<file path="src/rtl/fetch_pkg.sv">
// Shared types and defaults for the instruction fetch unit.
package fetch_pkg;

  localparam logic [31:0] DEFAULT_RESET_PC = 32'h0000_3000;

  typedef struct packed {
    logic [31:0] pc;
    logic [31:0] instr;
  } fetch_entry_t;

  localparam int unsigned ENTRY_W = $bits(fetch_entry_t);

  typedef enum logic {
    RUN,
    HALTED
  } fetch_state_e;

endpackage

</file>
<file path="src/rtl/fetch_fifo.sv">
// Small synchronous FIFO of fetch entries; flush overrides push and pop.
module fetch_fifo
  import fetch_pkg::*;
#(
  parameter int unsigned DEPTH = 2
) (
  input  logic                     clk,
  input  logic                     rst_n,
  input  logic                     flush,
  input  logic                     push,
  input  logic [ENTRY_W-1:0]       push_data,
  input  logic                     pop,
  output logic [ENTRY_W-1:0]       head_data,
  output logic [$clog2(DEPTH):0]   count,
  output logic                     full,
  output logic                     empty
);

  localparam int unsigned AW = $clog2(DEPTH);

  logic [ENTRY_W-1:0] mem_q [DEPTH];
  logic [AW-1:0]      rd_ptr_q;
  logic [AW-1:0]      wr_ptr_q;
  logic [AW:0]        count_q;
  logic               do_push;
  logic               do_pop;

  assign empty = (count_q == '0);
  assign full  = (count_q == (AW+1)'(DEPTH));
  assign count = count_q;

  // A full buffer can still take a push when the head leaves in the same cycle.
  assign do_pop  = pop && !flush && !empty;
  assign do_push = push && !flush && (!full || do_pop);

  assign head_data = empty ? '0 : mem_q[rd_ptr_q];

  always_ff @(posedge clk or negedge rst_n) begin
    if (!rst_n) begin
      rd_ptr_q <= '0;
      wr_ptr_q <= '0;
      count_q  <= '0;
    end else if (flush) begin
      rd_ptr_q <= '0;
      wr_ptr_q <= '0;
      count_q  <= '0;
    end else begin
      if (do_push) wr_ptr_q <= wr_ptr_q + AW'(1);
      if (do_pop)  rd_ptr_q <= rd_ptr_q + AW'(1);
      count_q <= count_q + (AW+1)'(do_push) - (AW+1)'(do_pop);
    end
  end

  always_ff @(posedge clk) begin
    if (do_push) mem_q[wr_ptr_q] <= push_data;
  end

endmodule

</file>
<file path="src/rtl/instr_fetch_unit.sv">
// Instruction fetch: owns the PC, issues credit-limited word reads, buffers
// in-order responses for decode, and applies redirects and syscall halt.
module instr_fetch_unit
  import fetch_pkg::*;
#(
  parameter logic [31:0] RESET_PC  = DEFAULT_RESET_PC,
  parameter int unsigned BUF_DEPTH = 2
) (
  input  logic        clk,
  input  logic        rst_n,
  output logic        imem_req_valid,
  input  logic        imem_req_ready,
  output logic [31:0] imem_req_addr,
  input  logic        imem_rsp_valid,
  input  logic [31:0] imem_rsp_data,
  input  logic        redirect_valid,
  input  logic [31:0] redirect_pc,
  input  logic        halt_req,
  output logic        out_valid,
  input  logic        out_ready,
  output logic [31:0] out_instr,
  output logic [31:0] out_pc,
  output logic        halted
);

  localparam int unsigned CW = $clog2(BUF_DEPTH) + 1;
  localparam logic [CW:0] CREDIT_LIMIT = (CW+1)'(BUF_DEPTH);

  fetch_state_e  state_q, state_d;
  logic [31:0]   pc_q;
  logic [31:0]   rsp_pc_q;
  logic [CW-1:0] outstanding_q;
  logic [CW-1:0] drop_cnt_q;
  logic [CW-1:0] count;
  logic [CW:0]   credit_used;
  logic [31:0]   redirect_base;
  logic          req_fire;
  logic          push;
  logic          pop;
  logic          fifo_full;
  logic          fifo_empty;
  fetch_entry_t  push_entry;
  fetch_entry_t  head;

  assign redirect_base = redirect_pc & 32'hFFFF_FFFC;
  assign credit_used   = {1'b0, outstanding_q} + {1'b0, count};

  // Issue is held off during a redirect so the new target is simply pc next cycle.
  assign imem_req_valid = rst_n && (state_q == RUN) && (credit_used < CREDIT_LIMIT)
                          && !redirect_valid;
  assign imem_req_addr  = pc_q;
  assign req_fire       = imem_req_valid && imem_req_ready;

  assign push       = imem_rsp_valid && (drop_cnt_q == '0) && !redirect_valid;
  assign pop        = !fifo_empty && out_ready;
  assign push_entry = '{pc: rsp_pc_q, instr: imem_rsp_data};

  assign out_valid = !fifo_empty;
  assign out_pc    = head.pc;
  assign out_instr = head.instr;
  assign halted    = (state_q == HALTED);

  always_comb begin
    state_d = state_q;
    case (state_q)
      RUN:     if (halt_req && !redirect_valid) state_d = HALTED;
      HALTED:  if (redirect_valid) state_d = RUN;
      default: state_d = RUN;
    endcase
  end

  always_ff @(posedge clk or negedge rst_n) begin
    if (!rst_n) begin
      state_q       <= RUN;
      pc_q          <= RESET_PC;
      rsp_pc_q      <= RESET_PC;
      outstanding_q <= '0;
      drop_cnt_q    <= '0;
    end else begin
      state_q       <= state_d;
      outstanding_q <= outstanding_q + CW'(req_fire) - CW'(imem_rsp_valid);
      if (redirect_valid) begin
        // Everything still in flight is stale, including a response landing now.
        pc_q       <= redirect_base;
        rsp_pc_q   <= redirect_base;
        drop_cnt_q <= outstanding_q - CW'(imem_rsp_valid);
      end else begin
        if (req_fire) pc_q <= pc_q + 32'd4;
        if (imem_rsp_valid) begin
          if (drop_cnt_q != '0) drop_cnt_q <= drop_cnt_q - CW'(1);
          else                  rsp_pc_q   <= rsp_pc_q + 32'd4;
        end
      end
    end
  end

  fetch_fifo #(
    .DEPTH(BUF_DEPTH)
  ) u_fifo (
    .clk      (clk),
    .rst_n    (rst_n),
    .flush    (redirect_valid),
    .push     (push),
    .push_data(push_entry),
    .pop      (pop),
    .head_data(head),
    .count    (count),
    .full     (fifo_full),
    .empty    (fifo_empty)
  );

  assert property (@(posedge clk) disable iff (!rst_n) !(push && fifo_full && !pop));

endmodule

</file>
<file path="config.mk">
export PLATFORM = sky130hd
export DESIGN_NAME = instr_fetch_unit
export DESIGN_NICKNAME = d
export VERILOG_FILES = /design/src/rtl/fetch_pkg.sv /design/src/rtl/fetch_fifo.sv /design/src/rtl/instr_fetch_unit.sv
export SDC_FILE = /design/constraint.sdc
export NUM_CORES = 1
export LEC_CHECK = 0
export ABC_AREA = 1
export CORE_MARGIN = 8
export CORE_UTILIZATION = 35
export CTS_CLUSTER_DIAMETER = 60
export CTS_CLUSTER_SIZE = 10
export DETAILED_ROUTE_END_ITERATION = 10
export HOLD_SLACK_MARGIN = 0.15
export RECOVER_POWER = 50
export SKIP_LAST_GASP = 1
export SLEW_MARGIN = 40
export SYNTH_ARGS = -nofsm -noshare
export SYNTH_HDL_FRONTEND = slang
export SYNTH_SLANG_ARGS = --single-unit
</file>
<file path="constraint.sdc">
create_clock -name clk -period 4.1 [get_ports clk]
set_clock_uncertainty 0.2 [all_clocks]
set_input_delay 1.23 -clock clk [delete_from_list [all_inputs] [get_ports clk]]
set_output_delay 1.23 -clock clk [all_outputs]
set_load 0.05 [all_outputs]
</file>
After elaboration in Yosys (flattened, before gate mapping)

Memory sizes are Yosys's and may differ from the RTL's.
Cells that the tools add are included.

$add $sub $neg: 11
$lt $le $gt $ge: 1
Equality and inequality tests: 2
Muxes and demuxes: 19
Bitwise logic cells: 1
Reductions and logical operators: 26

Operators by type and width:

| kind                                                                 | count |
|---|---|
| 32-bit two-way mux                                                   | 5 |
| 32-bit by 3-bit adder with 32-bit output, second input constant      | 2 |
| 64-bit two-way mux                                                   | 1 |
| 1-bit logical AND                                                    | 12 |
| 2-bit nonzero test                                                   | 6 |
| 1-bit two-way mux                                                    | 8 |
| 2-bit two-way mux                                                    | 4 |
| 2-bit by 1-bit subtractor with 2-bit output                          | 3 |
| 2-bit by 1-bit adder with 2-bit output                               | 2 |
| 2-bit logical NOT                                                    | 2 |
| 2-bit AND reduction                                                  | 2 |
| 2-bit by 2-bit adder with 3-bit output                               | 1 |
| 1-bit logical NOT                                                    | 3 |
| 3-bit by 2-bit < comparator with 1-bit output, second input constant | 1 |
| 1-bit adder, second input constant                                   | 2 |
| 2-bit equality test, second input constant                           | 1 |
| 2-bit != test, second input constant                                 | 1 |
| 1-bit case mux with 2 select lines                                   | 1 |
| 2-bit by 1-bit subtractor with 2-bit output, second input constant   | 1 |
| 1-bit logical OR                                                     | 1 |
| 1-bit inverter                                                       | 1 |

Bits in registers: 73
Bits in writable memories: 128
Input port bits: 71
Output and inout port bits: 99
Word-level logic and storage cells: 69
Memories kept: 1

Memory list:

| name         | depth | width | read ports | clocked after Yosys merged registers in | wr ports | RTL line         | source |
|---|---|---|---|---|---|---|---|
| u_fifo.mem_q | 2     | 64    | 1          | 0                                       | 1        | fetch_fifo.sv:21 | `logic [ENTRY_W-1:0] mem_q [DEPTH];` |

Depth between registers and ports, before layout

Gate-level depths: netlist of the first run.

Depth in word-level cells: 10
Gate-level depth with buffers: 11
Mapped depth without buffers: 11

Cells and area by module

From an unflattened synthesis of the first run, not the netlist that was laid out.

Cells, all modules: 1049
Area, all modules: 9908.3 um^2

By module, submodules not included:

| module           | times used | cells each | area an instance (um^2) | seq. area each (um^2) |
|---|---|---|---|---|
| fetch_fifo       | 1          | 376        | 5281.3                  | 3943.8 |
| instr_fetch_unit | 1          | 673        | 4626.9                  | 1631.6 |

Worst setup path before layout of the first run

OpenSTA, ideal clock, no wires.

Kind: input-to-reg
Start point: input redirect_valid
End point: memory u_fifo.mem_q[0][0] (netlist bit) (enable)
Library setup time: 0.482 ns
Data arrival time: 4.449 ns
Data required time: 3.418 ns
Slack: -1.031 ns
Stages: 6
Buffers on the path: 1
Path through: inv_2 -> buf_2 -> nand3_1 -> a31oi_2 -> inv_1 -> nor2_1

Word-level cells in the longest chain between the ends: 7
Elaborated cells between the ends (all ways): 9
Those cells by class: 2 x mux; 7 x reduce/logical

Ends and longest elaborated chain:

| element                                   | RTL line                                                   | source |
|---|---|---|
| start, declared                           | instr_fetch_unit.sv:16                                     | `input logic redirect_valid,` |
| 1-bit logical NOT *                       | fetch_fifo.sv:33, fetch_fifo.sv:34, instr_fetch_unit.sv:54 |  |
| 1-bit logical AND (2 in a row)            | fetch_fifo.sv:33                                           | `assign do_pop = pop && !flush && !empty;` |
| 1-bit logical OR                          | fetch_fifo.sv:34                                           | `assign do_push = push && !flush && (!full \|\| do_pop);` |
| 1-bit logical AND *                       | fetch_fifo.sv:34                                           |  |
| 1-bit two-way mux *                       | fetch_fifo.sv:55                                           | `if (do_push) mem_q[wr_ptr_q] <= push_data;` |
| 1-bit two-way mux (not written as such) * | fetch_fifo.sv:55                                           |  |
| end, declared                             | fetch_fifo.sv:21                                           |  |

Every way passes the cells marked *; elsewhere a longest branch is shown, timed or not.

Final worst setup path of the first run

Start point: input redirect_valid
End point: memory u_fifo.mem_q[1][61] (netlist bit) (enable)

Same word-level chain as after synthesis.

==> flow_metrics.env, run 1 <==
export IMPL_placed_cells_incl_taps=1533
export IMPL_cts_tree="yes"
export IMPL_place_hpwl_um=18900
export IMPL_peakVddDrop_uv=297
export IMPL_grt_pass1_wl_um=41100
export IMPL_path_cells="dlygate4sd3_1, inv_1, nand2_2, a31oi_1, inv_1, nor2_4, buf_12"
export IMPL_area_delta_synth_final_pct=34.8
export IMPL_dieWidth_um=180
export IMPL_die_y_um=180
export IMPL_fin_nets=1291
export IMPL_clockBufferDepth=2
export IMPL_wl_per_cell_um=16.6
export IMPL_whs_endpoint="u_fifo.mem_q[1][47]"
export IMPL_cp_top_family="buffers and inverters"
export IMPL_core_area_mm2=0.0267
export IMPL_fmax_mhz=269
export IMPL_grt_pass1_vias=7512
export IMPL_grt_max_degree=63
export IMPL_final_area_mm2=0.0127
export IMPL_finalCritPeriodShare_pct=90.8
export IMPL_hp_class="flop to flop"
export IMPL_num_rows=60
export IMPL_synth_cell_types=43
export IMPL_r2r_slack_ps=1420
export IMPL_syn_area_mm2=0.00944
export IMPL_reg2reg_depth=10
export IMPL_tightest_slew_ps=1420
export IMPL_p_sw_share_pct=38.7
export IMPL_relSlewSlack_pct=5.36
export IMPL_cp_buffers_inverters=4
export IMPL_critical_path_arrival_ps=3650
export IMPL_maxCapViolCount=0
export IMPL_grt_usage_pct=15.9
export IMPL_crit_type="input pin to flop"
export IMPL_numCtsBuffers=17
export IMPL_path_common_cell="inv_1"
export IMPL_finalSetupViolCount=0
export IMPL_dr_total_vias=7628
export IMPL_antenna_found_initial=0
export IMPL_worstSkewPairLatency_ps=430
export IMPL_place_area_mm2=0.0122
export IMPL_routed_wl_um=25900
export IMPL_gp_congestion=0.882
export IMPL_outcome="completed"
export IMPL_hold_viol_final=0
export IMPL_required_ps=4020
export IMPL_timing_rr_start="outstanding_q[0]"
export IMPL_cts_sinks=193
export IMPL_drc=0
export IMPL_slew_viol_final=0
export IMPL_rsz0062_at_grt="no"
export IMPL_cpPeakStageDelay_ps=610
export IMPL_initial_core_util_pct=35.3
export IMPL_post_cts_repair_setup_buffers=0
export IMPL_leakage_nw=5.17
export IMPL_drt_first_pass_iters=5
export IMPL_yosysWarnings=0
export IMPL_dieArea_mm2=0.0325
export IMPL_p_clk_share_pct=24.7
export IMPL_synthFlopType="edfxtp_1"
export IMPL_p_per_area_mw_per_mm2=524
export IMPL_drt_initial_drc_count=551
export IMPL_syn_inst=1043
export IMPL_slowest_stage="dlygate4sd3_1"
export IMPL_p_comb_share_pct=37.1
export IMPL_crit_fanout=33
export IMPL_critPathLaunchType="input pin"
export IMPL_postCtsHoldBufs=0
export IMPL_syn_avg_cell_area_um2=9.05
export IMPL_grt_overflow=0
export IMPL_drive_gt1_share_pct=13.0
export IMPL_via_per_inst=4.87
export IMPL_boundaryPins=170
export IMPL_synth_edf_count=124
export IMPL_fin_cells=1565
export IMPL_p_switching_w=0.00258
export IMPL_cts_resized=0
export IMPL_diodes=0
export IMPL_internal_power_w=0.00409
export IMPL_seq_power_share_pct=38.3
export IMPL_ant_nets=0
export IMPL_r2r_end="imem_req_addr[19]"
export IMPL_io_buffers=163
export IMPL_cts_root_buf="clkbuf_16"
export IMPL_ys_seq_area_share_pct=57.8
export IMPL_cts_clk_slew_worst_paths_ps=70
export IMPL_period_minus_slack_ps=3720
export IMPL_hold_depth=0
export IMPL_ys_ff_latch=193
export IMPL_htreeDepth=4
export IMPL_end_kind="flop"
export IMPL_min_from="rsp_pc_q[15]"
export IMPL_async_flop_share_pct=35.8
[routing by layer]
metal  share of wire (%)  vias up  GRT usage (%)
met5                   0        -              0
li1                    -     3767              -
met4                 1.5        0           3.77
met2                  44      281           24.2
met3                 6.7       30           4.25
met1                  48     3550           22.1
[cell families (layout without fill, tap and decap cells)]
group | after synthesis | in the layout | share of synthesized area (%)
compound gates | 145 | 145 | 8.63
xor+xnor | 13 | 13 | 1.21
fa+ha+maj | 9 | 9 | 1.27
buf+inv | 136 | 314 | 5.80
flops | 193 | 193 | 57.8
other cells | 1 | 4 | 0.0397
simple gates | 546 | 546 | 25.3
[worst max path at each step]
| stage | start | to | depth (start not counted) |
|---|---|---|---|
| floorplan | redirect_valid | u_fifo.mem_q[1][0] | 6 |
| global placement | redirect_valid | u_fifo.mem_q[1][62] | 7 |
| detailed placement | redirect_valid | u_fifo.mem_q[1][61] | 7 |
| CTS | redirect_valid | imem_req_valid | 3 |
| global route | redirect_valid | rsp_pc_q[4] | 8 |
| finish | redirect_valid | u_fifo.mem_q[1][61] | 7 |
[power groups by stage]
stage               clock (W)  sequential, W  combinational, W
global route          0.00177        0.00258           0.00266
finish                0.00164        0.00255           0.00247
floorplan                   0        0.00266           0.00127
global placement            0        0.00258           0.00249
detailed placement          0        0.00259           0.00251
CTS                   0.00168        0.00255           0.00252
[state kept, by name, indices dropped and copies added, names as in the netlist]
register         cells
u_fifo.mem_q       124
halted               1
outstanding_q        2
imem_req_addr       30
rsp_pc_q            30
u_fifo.wr_ptr_q      1
u_fifo.rd_ptr_q      1
drop_cnt_q           2
u_fifo.count         2
[synth_stat cells (9+ instances only)]
cell / instances / area, um^2
nand3_1: 69 / 345
clkbuf_1: 20 / 75.1
buf_2: 11 / 55.1
nand4_1: 9 / 56.3
o211ai_1: 12 / 90.1
nor2_1: 65 / 244
nand2_1: 353 / 1330
nor2_2: 11 / 68.8
o21ai_0: 31 / 155
xor2_1: 10 / 87.6
dfrtp_1: 65 / 1630
inv_1: 89 / 334
nor2_4: 10 / 113
a21oi_1: 81 / 405
edfxtp_1: 124 / 3720
[cells in the final DEF (no fill, tap or decap), types with 4 or more instances in the layout]
cell type,netlist,layout
inv_8,0,4
clkdlybuf4s50_1,0,58
clkbuf_1,20,6
nand2_2,8,8
xor2_1,10,10
nor2_1,65,65
o211ai_1,12,12
buf_12,0,68
inv_2,7,6
inv_1,89,90
nand3_1,69,69
conb_1,1,4
nand4_1,9,9
o21bai_1,7,7
nor2_2,11,10
buf_4,6,10
nor2_4,10,11
nor3_1,8,8
o21ai_0,31,31
ha_1,8,8
dlygate4sd3_1,0,41
nand2_1,353,353
dfrtp_1,65,64
edfxtp_1,124,124
inv_6,0,6
a21oi_1,81,83
clkbuf_16,0,17
[metrics by stage]
stage	setup WS [ps]	total power, W	util, %	hold WS (ps)	setup TNS [ps]
floorplan	-12.3	0.00394	-	285	-763
global placement	420	0.00507	45.6	321	0
detailed placement	378	0.00511	45.6	326	0
CTS	446	0.00675	47.8	345	0
global route	186	0.00701	47.6	373	0
finish	376	0.00667	47.6	342	0
[layout make-up]
class,instances,area (um^2)
clock inverter,15,155
tap,341,427
fill,2504,14000
multi-input combinational,717,3440
clock buffer,17,425
sequential,193,5460
inverter,98,369
timing repair buffer,184,2450
No activity file was read; power rests on OpenSTA's default activity.
==> run 2: changes to the inputs <==
--- a/config.mk
+++ b/config.mk
@@ -5,7 +5,6 @@
 export SDC_FILE = /design/constraint.sdc
 export NUM_CORES = 1
 export LEC_CHECK = 0
-export ABC_AREA = 1
 export CORE_MARGIN = 8
 export CORE_UTILIZATION = 35
 export CTS_CLUSTER_DIAMETER = 60
==> run 2 against run 1 <==
Synthesized area is 8.8% lower. Count of clock-buffer cells in the layout is 5 higher. Synthesized cell count is 34% lower. Sequential share of layout area rose by 5.6 points. Routed wire length is 18% lower. Hold slack worse by 35 ps. Register-to-register slack got worse by 740 ps. Fmax decreased by 5.1%. Final cell count fell by 24%. Critical path type is now flop to output pin. Die area shrank 8.0%.
==> flow_metrics.env, run 2 <==
export IMPL_outcome="completed"
export IMPL_post_synth_top_count_cell="edfxtp_1"
export IMPL_syn_avg_cell_area_um2=12.5
export IMPL_placed_cells_incl_taps=1165
export IMPL_htreeDepth=4
export IMPL_numCtsBuffers=17
export IMPL_multi_input_area_mm2=0.00293
export IMPL_peakVddDrop_uv=235
export IMPL_relSlewSlack_pct=9.92
export IMPL_critPathLaunchType="flop"
export IMPL_initial_core_util_pct=35.5
export IMPL_hp_class="flop to flop"
export IMPL_drc=0
export IMPL_largest_register_ffs=124
export IMPL_nFillCells=2224
export IMPL_yosys_top_cells_area="edfxtp_1 (43%), dfrtp_1 (19%), mux2i_1 (7.8%)"
export IMPL_clockBufferDepth=2
export IMPL_place_hpwl_um=14900
export IMPL_grt_overflow=0
export IMPL_hold_viol_final=0
export IMPL_worstSkewPairLatency_ps=430
export IMPL_ant_nets=0
export IMPL_fin_nets=940
export IMPL_cts_clk_slew_worst_paths_ps=60
export IMPL_cts_sinks=193
export IMPL_layout_common_cells="clkdlybuf4s50_1 (124), edfxtp_1 (124), nor2_1 (87)"
export IMPL_slew_viol_final=0
export IMPL_dieArea_mm2=0.0299
export IMPL_core_area_mm2=0.0242
export IMPL_routed_wl_um=21200
export IMPL_grt_pass1_vias=5899
export IMPL_synth_top_cells_by_count="edfxtp_1 (124), nor2_1 (88), mux2i_1 (67), dfrtp_1 (65), nand2_1 (50)"
export IMPL_drt_initial_drc_count=243
export IMPL_crit_fanout=17
export IMPL_yosysWarnings=0
export IMPL_fin_cells=1197
export IMPL_die_y_um=173
export IMPL_antenna_found_initial=0
export IMPL_startpoint="u_fifo.rd_ptr_q"
export IMPL_ys_ff_latch=193
export IMPL_grt_pass1_wl_um=33800
export IMPL_drt_first_pass_iters=5
export IMPL_critical_path_arrival_ps=2490
export IMPL_required_ps=2670
export IMPL_p_total_w=0.00577
export IMPL_synth_edf_count=124
export IMPL_dr_total_vias=5863
export IMPL_dieWidth_um=173
export IMPL_postLayoutCoreUtil_pct=46.5
export IMPL_min_from="rsp_pc_q[6]"
export IMPL_drive_gt1_share_pct=7.79
export IMPL_io_buffers=163
export IMPL_regArea_mm2=0.00546
export IMPL_p_per_area_mw_per_mm2=512
export IMPL_async_flop_share_pct=35.8
export IMPL_syn_inst=692
export IMPL_maxCapViolCount=0
export IMPL_leakage_nw=3.91
export IMPL_end_kind="output pin"
export IMPL_crit_type="flop to output pin"
export IMPL_cts_tree="yes"
export IMPL_fmax_mhz=255
export IMPL_cts_resized=0
export IMPL_grt_max_degree=64
export IMPL_cts_root_buf="clkbuf_16"
export IMPL_boundaryPins=170
export IMPL_timing_rr_start="u_fifo.count[0]"
export IMPL_gp_congestion=0.828
export IMPL_tightest_slew_ps=1350
export IMPL_grt_usage_pct=14.3
export IMPL_finalCritPeriodShare_pct=95.7
export IMPL_rsz0062_at_grt="no"
export IMPL_area_delta_synth_final_pct=30.8
export IMPL_period_minus_slack_ps=3920
export IMPL_ys_seq_area_share_pct=63.3
export IMPL_syn_area_mm2=0.00862
export IMPL_synth_top_cell_area_share_pct=43.2
export IMPL_finalSetupViolCount=0
export IMPL_holdWs_ps=307
export IMPL_setup_tns_ps=0
export IMPL_via_per_inst=4.90
export IMPL_postCtsHoldBufs=0
export IMPL_diodes=0
export IMPL_num_rows=57
export IMPL_wl_per_cell_um=17.7
export IMPL_yosys_area_top_type="edfxtp_1"
export IMPL_post_cts_repair_setup_buffers=0
export IMPL_synthFlopType="edfxtp_1"
export IMPL_synth_cell_types=47
export IMPL_top_register="u_fifo.mem_q"
## run 2: changes by cell type in the layout (fill, tap and decap cells not counted), sizes merged, moves of 8 or more
cell,before,now
a21oi,85,11
and3,0,12
buf,78,13
clkbuf,24,32
clkdlybuf4s50,58,124
inv,107,25
mux2,0,10
mux2i,0,67
nand2,364,50
nand3,69,32
nor4,0,15
o311ai,2,10
xnor2,3,32
## run 2: area by class of cell
type	instances	area share [%]
clock buffer	22	4.42
clock inverter	10	0.821
tap	324	3.60
sequential	193	48.4
inverter	21	0.699
timing repair buffer	183	16.0
multi-input combinational	444	26.0
## run 2: report_power, final
group / switching [W] / internal, W
combinational: 0.00111 / 0.000610
clock: 0.000710 / 0.000935
sequential: 0.000155 / 0.00226
total: 0.00197 / 0.00380
## run 2: layer usage
layer	share of wire [%]	track usage (%)	up-vias
met1	48	19.9	2820
met3	5.6	3.94	13
li1	-	-	2847
met5	0	0	-
met2	45	21.3	183
met4	1.4	4.42	0
## run 2: path summary, 6_finish.rpt
| kind | endpoint | slack, ps | depth (start not counted) |
|---|---|---|---|
| worst max-delay path | out_instr[5] | 180 | 4 |
| worst min register to register | u_fifo.mem_q[0][38] | 310 | 0 |
| worst min-delay path | u_fifo.mem_q[0][38] | 310 | 0 |
| worst max register to register | imem_req_addr[30] | 680 | 10 |
| min in group asynchronous | imem_req_addr[15] | 1050 | 2 |
| max in group asynchronous | u_fifo.rd_ptr_q | 620 | 3 |
## run 2: cell families after synthesis
kind of cell / synth area share (%)
adder cells (fa/ha/maj): 1.39
multiplexers: 9.09
buffers and inverters: 2.83
flip-flops: 63.3
AO/OA/AOI/OAI: 5.33
other: 0.0435
XOR/XNOR: 4.47
AND/OR/NAND/NOR: 13.5
## run 2: critical path, stage by stage, from the launching register on
cell,delay (ps)
dfrtp_4,620
buf_4,370
mux2i_1,120
nor2_1,120
clkdlybuf4s50_1,820
## run 2: metrics by stage
step / area, um^2 / worst slack [ps]
floorplan: 8640 / 23.8
global placement: 10700 / 530
detailed placement: 10700 / 508
CTS: 11300 / 121
global route: 11300 / 4.98
finish: 11300 / 176
